[src/rtl/ucq_dedup_fifo_pkg.sv]
// Shared literal types for the unit-clause path.
package ucq_dedup_fifo_pkg;

  localparam int LIT_W       = 16;
  localparam int LIT_IDX_MAX = (1 << (LIT_W - 1)) - 1;

  // Sign gives polarity; zero is the null literal.
  typedef logic signed [LIT_W-1:0] lit_t;

endpackage

[src/rtl/ucq_dedup_fifo_if.sv]
// Producer/consumer bundle of the unit-clause queue; slave side is the queue itself.
interface ucq_dedup_fifo_if
  import ucq_dedup_fifo_pkg::*;
#(
  parameter int DEPTH = 16,
  parameter int CNT_W = $clog2(DEPTH) + 1
);

  logic             flush;
  logic             push;
  lit_t             push_lit;
  logic             full;
  logic             pop;
  lit_t             pop_lit;
  logic             empty;
  logic [CNT_W-1:0] count;
  logic             dup_drop;
  logic             conflict;

  modport master (
    output flush, push, push_lit, pop,
    input  full, pop_lit, empty, count, dup_drop, conflict
  );

  modport slave (
    input  flush, push, push_lit, pop,
    output full, pop_lit, empty, count, dup_drop, conflict
  );

endinterface

[src/rtl/ucq_dedup_fifo_lit_match_cam.sv]
// Compares one literal, and its negation, against a masked set of held literals.
module ucq_dedup_fifo_lit_match_cam
  import ucq_dedup_fifo_pkg::*;
#(
  parameter int DEPTH = 16
) (
  input  lit_t             lit_i,
  input  lit_t             entries_i [DEPTH],
  input  logic [DEPTH-1:0] valid_i,
  output logic             eq_hit_o,
  output logic             neg_hit_o
);

  lit_t neg_lit;

  // |lit| never reaches the most-negative code, so negation cannot overflow.
  assign neg_lit = -lit_i;

  always_comb begin
    eq_hit_o  = 1'b0;
    neg_hit_o = 1'b0;
    for (int i = 0; i < DEPTH; i++) begin
      if (valid_i[i] && (entries_i[i] == lit_i))   eq_hit_o  = 1'b1;
      if (valid_i[i] && (entries_i[i] == neg_lit)) neg_hit_o = 1'b1;
    end
  end

endmodule

[src/rtl/ucq_dedup_fifo.sv]
// First-word-fall-through literal queue that drops duplicates and flags x / -x conflicts.
module ucq_dedup_fifo
  import ucq_dedup_fifo_pkg::*;
#(
  parameter int DEPTH = 16,
  parameter int CNT_W = $clog2(DEPTH) + 1
) (
  input  logic         clk,
  input  logic         rst,
  ucq_dedup_fifo_if.slave q
);

  localparam int PTR_W = $clog2(DEPTH);

  lit_t             mem_q [DEPTH];
  logic [DEPTH-1:0] vld_q,    vld_d;
  logic [PTR_W-1:0] rd_ptr_q, rd_ptr_d;
  logic [PTR_W-1:0] wr_ptr_q, wr_ptr_d;
  logic [CNT_W-1:0] cnt_q,    cnt_d;
  logic             dup_q,    dup_d;
  logic             conf_q,   conf_d;

  logic             full_w;
  logic             pop_acc;
  logic             push_live;
  logic             push_ok;
  logic             eq_hit;
  logic             neg_hit;
  logic [DEPTH-1:0] match_mask;

  // The departing head must not block its own negation in the same cycle.
  always_comb begin
    full_w     = (cnt_q == CNT_W'(DEPTH));
    pop_acc    = q.pop && (cnt_q != '0);
    match_mask = vld_q;
    if (pop_acc) match_mask[rd_ptr_q] = 1'b0;
  end

  ucq_dedup_fifo_lit_match_cam #(.DEPTH(DEPTH)) u_cam (
    .lit_i     (q.push_lit),
    .entries_i (mem_q),
    .valid_i   (match_mask),
    .eq_hit_o  (eq_hit),
    .neg_hit_o (neg_hit)
  );

  always_comb begin
    push_live = q.push && !conf_q && (q.push_lit != '0);
    push_ok   = push_live && !eq_hit && !neg_hit && (!full_w || pop_acc);
    dup_d     = push_live && eq_hit;
    conf_d    = conf_q || (push_live && !eq_hit && neg_hit);

    vld_d    = vld_q;
    rd_ptr_d = rd_ptr_q;
    wr_ptr_d = wr_ptr_q;
    // Clear before set: when full, push and pop hit the same slot.
    if (pop_acc) begin
      vld_d[rd_ptr_q] = 1'b0;
      rd_ptr_d        = rd_ptr_q + PTR_W'(1);
    end
    if (push_ok) begin
      vld_d[wr_ptr_q] = 1'b1;
      wr_ptr_d        = wr_ptr_q + PTR_W'(1);
    end
    cnt_d = cnt_q + CNT_W'(push_ok) - CNT_W'(pop_acc);
  end

  always_ff @(posedge clk) begin
    if (rst || q.flush) begin
      vld_q    <= '0;
      rd_ptr_q <= '0;
      wr_ptr_q <= '0;
      cnt_q    <= '0;
      dup_q    <= 1'b0;
      conf_q   <= 1'b0;
    end else begin
      vld_q    <= vld_d;
      rd_ptr_q <= rd_ptr_d;
      wr_ptr_q <= wr_ptr_d;
      cnt_q    <= cnt_d;
      dup_q    <= dup_d;
      conf_q   <= conf_d;
    end
  end

  // Payload needs no reset; the valid bits decide what is visible.
  always_ff @(posedge clk) begin
    if (push_ok) mem_q[wr_ptr_q] <= q.push_lit;
  end

  assign q.pop_lit  = vld_q[rd_ptr_q] ? mem_q[rd_ptr_q] : '0;
  assign q.empty    = (cnt_q == '0);
  assign q.full     = full_w;
  assign q.count    = cnt_q;
  assign q.dup_drop = dup_q;
  assign q.conflict = conf_q;

endmodule

[src/flat_wrapper.sv]
// flat-port wrapper written by rule: the top's interface ports become plain ports
module ucq_dedup_fifo_flat import ucq_dedup_fifo_pkg::*;
#(
  parameter int DEPTH = 16,
  parameter int CNT_W = $clog2(DEPTH) + 1
)
  (clk, rst, q_flush, q_push, q_push_lit, q_pop, q_full, q_pop_lit, q_empty, q_count, q_dup_drop, q_conflict);
  ucq_dedup_fifo_if #(.DEPTH(DEPTH), .CNT_W(CNT_W)) q_i ();
  input  logic clk;
  input  logic rst;
  input wire logic [$bits(q_i.flush)-1:0] q_flush;
  input wire logic [$bits(q_i.push)-1:0] q_push;
  input wire logic [$bits(q_i.push_lit)-1:0] q_push_lit;
  input wire logic [$bits(q_i.pop)-1:0] q_pop;
  output wire logic [$bits(q_i.full)-1:0] q_full;
  output wire logic [$bits(q_i.pop_lit)-1:0] q_pop_lit;
  output wire logic [$bits(q_i.empty)-1:0] q_empty;
  output wire logic [$bits(q_i.count)-1:0] q_count;
  output wire logic [$bits(q_i.dup_drop)-1:0] q_dup_drop;
  output wire logic [$bits(q_i.conflict)-1:0] q_conflict;
  assign q_i.flush = q_flush;
  assign q_i.push = q_push;
  assign q_i.push_lit = q_push_lit;
  assign q_i.pop = q_pop;
  assign q_full = q_i.full;
  assign q_pop_lit = q_i.pop_lit;
  assign q_empty = q_i.empty;
  assign q_count = q_i.count;
  assign q_dup_drop = q_i.dup_drop;
  assign q_conflict = q_i.conflict;
  ucq_dedup_fifo #(.DEPTH(DEPTH), .CNT_W(CNT_W)) u_core (.clk(clk), .rst(rst), .q(q_i));
endmodule
[config.mk]
export PLATFORM = sky130hd
export DESIGN_NAME = ucq_dedup_fifo_flat
export DESIGN_NICKNAME = d
export VERILOG_FILES = /design/src/rtl/ucq_dedup_fifo_pkg.sv /design/src/rtl/ucq_dedup_fifo_if.sv /design/src/rtl/ucq_dedup_fifo_lit_match_cam.sv /design/src/rtl/ucq_dedup_fifo.sv /design/src/flat_wrapper.sv
export SDC_FILE = /design/constraint.sdc
export NUM_CORES = 1
export LEC_CHECK = 0
export BUFFER_PORTS_ARGS = -buffer_cell sky130_fd_sc_hd__buf_4
export CORE_MARGIN = 2
export CORE_UTILIZATION = 50
export CTS_CLUSTER_DIAMETER = 200
export DETAILED_ROUTE_END_ITERATION = 6
export PLACE_DENSITY = 0.74
export SLEW_MARGIN = 20
export SYNTH_ARGS = -nofsm -noshare
export SYNTH_HDL_FRONTEND = slang
export SYNTH_HIERARCHICAL = 1
export SYNTH_SLANG_ARGS = --single-unit
[constraint.sdc]
create_clock -name clk -period 6.25 [get_ports clk]
set_input_delay 0 -clock clk [delete_from_list [all_inputs] [get_ports clk]]
set_output_delay 0 -clock clk [all_outputs]
set_load 0.02 [all_outputs]
==> impl_metrics.py, run 1 <==
metrics = {
    "cells_and_area": {
        "drive_gt1_share_pct": 16.9,
        "fin_nets": 1562,
        "nFillCells": 2979,
        "fin_cells": 2009,
        "area_growth_pct": 12.6,
        "antennaDiodeCount": 0,
    },
    "sta": {
        "worst_slack_ns": 0.489,
        "min_period_ns": 5.76,
        "tightest_slew_ns": 0.990,
        "relSlewSlack_pct": 33.2,
        "drv_slew": 0,
        "fmax_mhz": 174,
        "fin_worst_skew_ns": 0.0265,
        "post-route-period-util_pct": 92.2,
        "hold_viol_final": 0,
        "tns_ns": 0,
        "setup_violations": 0,
        "rsz0062_at_grt": "no",
    },
    "die": {
        "io_pins": 46,
        "initial_core_util_pct": 50.7,
        "dieHeight_um": 194,
        "rows": 69,
        "die_w_um": 194,
        "fp.dieArea_mm2": 0.0376,
        "core_mm2": 0.0356,
    },
    "synthesis": {
        "yosysTopAreaCell": "edfxtp_1",
        "synth_common_cells": "xnor2_1 (298), edfxtp_1 (256), xor2_1 (184)",
        "yosysTopAreaCellShare_pct": 42.6,
        "postSynth.asyncResetShare_pct": 0,
        "syn_nets": 1495,
        "synth_edf_count": 256,
        "syn_avg_cell_area_um2": 12.4,
        "syn_area_mm2": 0.0180,
        "syn_inst": 1458,
        "netlist_top_cells_area": "edfxtp_1 (43%), xnor2_1 (14%), xor2_1 (8.9%)",
        "synth_most_common_cell": "xnor2_1",
        "synthDistinctLibCells": 74,
        "yosysWarnings": 6,
        "ys_seq_elements": 287,
        "ys.flop_type": "edfxtp_1",
        "ys_seq_area_share_pct": 46.0,
    },
    "placement": {
        "place_congestion": 0.993,
        "hpwlAfterDp_mm": 44.4,
        "io_buffers": 45,
        "dpl.cell_count": 1933,
        "place_ws_ns": 0.602,
    },
    "power_and_ir_drop": {
        "seqPwrFrac_pct": 41.5,
        "p_clk_share_pct": 39.9,
        "ir_drop_v": 0.000247,
        "p_sw_mw": 1.40,
        "swShare_pct": 26.8,
        "p_comb_share_pct": 18.6,
        "power_mw": 5.21,
        "leakage_nw": 6.44,
        "intPower_mw": 3.81,
        "powerDensity_mw_per_mm2": 256,
    },
    "drt": {
        "drc": 0,
        "drtAntennaViolNets": 0,
        "wl_mm": 60.2,
        "wl_per_cell_um": 29.9,
        "viasPerCell": 6.50,
        "num_vias": 13049,
        "firstDrtPassIters": 5,
        "drtIter0Drc": 1541,
    },
    "critical_path": {
        "criticalPathCategory": "in -> reg",
        "cp_data_arrival_time_ns": 6.20,
        "cp.required_ns": 6.69,
        "path_buf_inv": 4,
        "cp-end-kind": "flip-flop",
        "path_max_fanout": 12,
        "cp_top_family": "simple AND/OR/NAND/NOR gates",
        "cp_slowest_cell": "or4_1",
        "crit_path_start_kind": "input port",
        "cpMostUsedCell": "ha_1",
        "critPathMaxStageDelay_ns": 0.71,
        "critical_path.cell_chain": "dlygate4sd3_1, buf_4, inv_1, ha_1, nor2b_1, and3_1, xnor2_4, xor2_1, nor4_1, nor4_1, o2111ai_1, or4_1, a211oi_4, nand2_1, ha_1, inv_1, ha_1, fa_1, a21oi_1, nor2_1, or3_1, a21oi_1",
    },
    "clock_tree": {
        "clkTransAtPathRegs_ns": 0.06,
        "ctsLongestPathBuffers": 3,
        "clkSinkCount": 287,
        "clkLatencyLatePin_ns": 0.54,
        "cts-htree-levels": 2,
        "post_cts_resized": 0,
        "cts_buffers": 34,
        "cts_tree": "built",
        "cts_root_buf": "clkbuf_16",
    },
    "global_routing": {
        "use_met2_pct": 51.4,
        "grt_max_degree": 46,
        "grtUsageTotal_pct": 31.5,
        "overflow": 0,
        "grt_pass1_vias": 12940,
        "antenna_found_initial": 1,
        "grt_util_met1_pct": 41.7,
        "grt_pass1_wl_mm": 87.3,
        "grt_busiest_layer": "met2",
        "met3_usage_pct": 5.15,
    },
    "run_status": {
        "status": "complete, no violations",
    },
    "worst_hold_path": {
        "hp-class": "in -> reg",
    },
    "job": {
        "maxCapViolations": 0,
    },
}
logic make-up after synthesis:
family / after synthesis / share of synthesized area, %
AO/OA/AOI/OAI: 155 / 6.50
multiplexers: 72 / 8.71
buffers and inverters: 108 / 3.00
adder cells (fa/ha/maj): 17 / 1.21
XOR/XNOR: 486 / 23.9
flip-flops: 287 / 46.0
AND/OR/NAND/NOR: 333 / 10.6
layer usage:
layer	wire length [um]	part of all wire, %	vias to the layer above
met4	2970	4.9	2
met2	28700	48	785
met1	23000	38	6553
li1	-	-	5544
met5	10	0.017	-
met3	5560	9.2	165
path summary, 6_finish.rpt:
path | startpoint | to | slack (ns) | cells after the start
max | q_push_lit[0] | u_core/q.count[4] | 0.49 | 22
min | q_push | u_core/q.dup_drop | 0.09 | 4
max reg2reg | u_core/q.count[2] | u_core/q.count[4] | 0.69 | 23
min reg2reg | u_core/q.conflict | u_core/q.conflict | 0.52 | 2
power by group through the flow:
stage	sequential (mW)	clock [mW]	combinational, mW
6_report	2.16	2.08	0.971
5_1_grt	2.17	2.18	1.03
4_1_cts	2.16	2.10	0.961
3_5_place_dp	2.20	0	0.949
3_3_place_gp	2.20	0	0.943
2_1_floorplan	2.20	0	0.669
state kept, by name, summed over array words and instances (netlist names):
| name | count |
|---|---|
| u_core/mem_q | 256 |
| u_core/q.conflict | 1 |
| u_core/q.count | 5 |
| u_core/q.dup_drop | 1 |
| u_core/rd_ptr_q | 4 |
| u_core/vld_q | 16 |
| u_core/wr_ptr_q | 4 |
cells in the final DEF (no fill, tap or decap), types with 12 or more instances in the layout:
cell           netlist  routed
inv_1               16      16
ha_1                15      15
a21oi_1             20      20
o21a_1              16      16
clkbuf_16            0      38
nor4_1              43      43
edfxtp_1           256     256
dfxtp_1             31      29
xor2_1             184     184
a22oi_1             32      32
mux4_2              68      68
nand2_1             48      48
nor2_1              40      39
nand2b_1            12      12
o2bb2ai_1           16      16
buf_4                5     104
nor3_1              40      36
nand4_1             48      48
xnor2_1            298     298
a211oi_1            13      13
dlygate4sd3_1        0      17
nand3_1             32      32
tightest hold or removal path, stage by stage:
cell	delay (ns)
buf_4	0.11
nand2b_1	0.13
a41oi_2	0.13
and3_1	0.19
through the flow:
step	util (%)	hold slack, ns	area, um^2
after floorplan	-	0.0989	18000
after global placement	53.4	0.289	19000
after detailed placement	53.4	0.305	19000
after CTS	57.1	0.0708	20300
after global routing	57.1	0.112	20300
final	57.1	0.0944	20300
area by class of cell:
class,count,area [um^2],area share [%]
multi-input combinational,1063,9230,45.4
tap,461,577,2.84
clock buffer,48,1010,4.96
clock inverter,11,158,0.776
inverter,17,63.8,0.314
timing repair buffer,122,971,4.78
sequential,287,8320,40.9
what timing repair did:
item | 4_1_cts | 5_1_grt
hold buffers | 17 | 0
buffers inserted | 0 | 0
setup endpoints to repair | 0 | 0
hold endpoints to repair | 151 | 0
No activity file was read; power rests on OpenSTA's default activity.
==> run 2: changes to the inputs <==
==> constraint.sdc (replaced) <==
create_clock -name clk -period 6.05 [get_ports clk]
set_input_delay 0 -clock clk [delete_from_list [all_inputs] [get_ports clk]]
set_output_delay 0 -clock clk [all_outputs]
set_load 0.02 [all_outputs]
==> run 2 against run 1 <==
  * First-iteration DRC count fell by 3.7%
  * Clock power barely moved
  * Total power rose by 2.8%
  * Critical path depth did not move
  * Global-route usage rose by 0.11 points
  * Register-to-register slack barely moved
  * Combinational power rose by 5%
  * Die area did not move
==> impl_metrics.py, run 2 (synthesis gave the netlist of run 1 again) <==
metrics = {
    "run_status": {
        "status": "complete, no violations",
    },
    "drt": {
        "drtIter0Drc": 1484,
        "wl_per_cell_um": 30.1,
        "wl_mm": 60.8,
        "firstDrtPassIters": 5,
        "viasPerCell": 6.51,
        "drc": 0,
        "drtAntennaViolNets": 0,
        "num_vias": 13119,
    },
    "clock_tree": {
        "post_cts_resized": 0,
        "cts_tree": "built",
        "cts_buffers": 35,
        "cts_root_buf": "clkbuf_16",
        "clkSinkCount": 287,
        "clkTransAtPathRegs_ns": 0.06,
        "clkLatencyLatePin_ns": 0.54,
        "postCtsSetupBuffers": 0,
        "postCtsHoldBufs": 17,
        "ctsLongestPathBuffers": 3,
        "cts-htree-levels": 2,
    },
    "die": {
        "initial_core_util_pct": 50.7,
        "dieHeight_um": 194,
        "rows": 69,
        "fp.dieArea_mm2": 0.0376,
        "core_mm2": 0.0356,
        "die_w_um": 194,
        "io_pins": 46,
    },
    "sta": {
        "setup_violations": 0,
        "fin_worst_skew_ns": 0.0203,
        "tightest_slew_ns": 0.838,
        "fmax_mhz": 179,
        "post-route-period-util_pct": 92.4,
        "relSlewSlack_pct": 43.6,
        "tns_ns": 0,
        "min_period_ns": 5.59,
        "hold_viol_final": 0,
        "rsz0062_at_grt": "no",
        "drv_slew": 0,
    },
    "cells_and_area": {
        "regMostFlops": "u_core/mem_q",
        "largest_reg_flops": 256,
        "final_util_pct": 57.1,
        "area_growth_pct": 12.5,
        "layout_commonest_cell": "xnor2_1",
        "antennaDiodeCount": 0,
        "fin_nets": 1566,
        "final_cell_mix": "xnor2_1 (298), edfxtp_1 (256), xor2_1 (184)",
        "final_area_mm2": 0.0203,
        "drive_gt1_share_pct": 17.4,
    },
    "placement": {
        "io_buffers": 45,
        "hpwlAfterDp_mm": 44.4,
        "place_congestion": 1.02,
        "placedInstanceArea_mm2": 0.0190,
    },
    "global_routing": {
        "overflow": 0,
        "grt_pass1_vias": 12875,
        "grt_pass1_wl_mm": 87.0,
        "antenna_found_initial": 0,
        "grtUsageTotal_pct": 31.6,
        "grt_max_degree": 46,
    },
    "critical_path": {
        "setup.worst_path.end": "u_core/q.count[4]",
        "startpoint": "q_push_lit[0]",
        "r2r-start": "u_core/q.count[3]",
        "cp-end-kind": "flip-flop",
        "worstRegToRegCells": 22,
        "cp.required_ns": 6.52,
        "crit_path_start_kind": "input port",
        "cp_data_arrival_time_ns": 6.06,
        "r2r_setup_slack_ns": 0.69,
        "reg2reg_to": "u_core/q.count[4]",
        "criticalPathCategory": "in -> reg",
        "path_max_fanout": 20,
    },
    "worst_hold_path": {
        "hp-start": "q_push",
        "hp-class": "in -> reg",
    },
    "power_and_ir_drop": {
        "leakage_nw": 6.44,
        "ir_drop_v": 0.000234,
        "powerDensity_mw_per_mm2": 264,
    },
    "job": {
        "maxCapViolations": 0,
    },
}
run 2: critical path, cell delays in order:
cell and delay [ns]:
dlygate4sd3_1 0.53, buf_4 0.22, inv_1 0.09, ha_1 0.27
nor2b_1 0.61, and3_1 0.68, xnor2_4 0.24, xnor2_1 0.18
nand4_1 0.10, o22ai_1 0.10, a311o_1 0.30, or4_1 0.66
a211oi_4 0.25, nand2_1 0.13, ha_1 0.33, inv_1 0.04
ha_1 0.19, fa_1 0.41, a21oi_1 0.17, nor2_1 0.06
or3_1 0.34, a21oi_1 0.14
run 2: worst min-delay path by stage:
| stage | end | slack (ns) | cells after the start |
|---|---|---|---|
| final | u_core/wr_ptr_q[3] | 0.11 | 5 |
| after global routing | u_core/wr_ptr_q[3] | 0.12 | 5 |
| after CTS | u_core/wr_ptr_q[3] | 0.08 | 5 |
| after detailed placement | u_core/wr_ptr_q[3] | 0.31 | 3 |
| after global placement | u_core/wr_ptr_q[3] | 0.29 | 3 |
| after floorplan | u_core/mem_q[0] | 0.1 | 0 |
run 2: power breakdown:
| group | leakage [nW] | switching (mW) | internal [mW] | total (mW) |
|---|---|---|---|---|
| logic | 3.32 | 0.598 | 0.421 | 1.02 |
| registers | 2.56 | 0.0303 | 2.19 | 2.22 |
| clock network | 0.554 | 0.860 | 1.25 | 2.11 |
run 2: stage by stage:
stage	hold slack [ns]	setup WS [ns]	total power, mW	std cells
floorplan	0.0989	0.776	2.96	1458
global placement	0.290	0.705	3.25	1936
detailed placement	0.309	0.639	3.26	1936
CTS	0.0817	0.608	5.36	2016
global route	0.123	0.247	5.50	2016
finish	0.109	0.460	5.35	2016
run 2: area by class of cell:
class	count	area, um^2
fill	2950	15300
multi-input combinational	1063	9230
sequential	287	8320
timing repair buffer	125	981
clock buffer	44	952
tap	461	577
clock inverter	19	188
inverter	17	63.8
run 2: metal layers:
metal | part of all wire [%] | up-vias | GRT usage (%)
met5 | 0 | - | 0
met4 | 5.3 | 0 | 15.2
met3 | 8.0 | 160 | 3.86
met2 | 48 | 774 | 51.5
met1 | 39 | 6633 | 42.2
li1 | - | 5552 | -
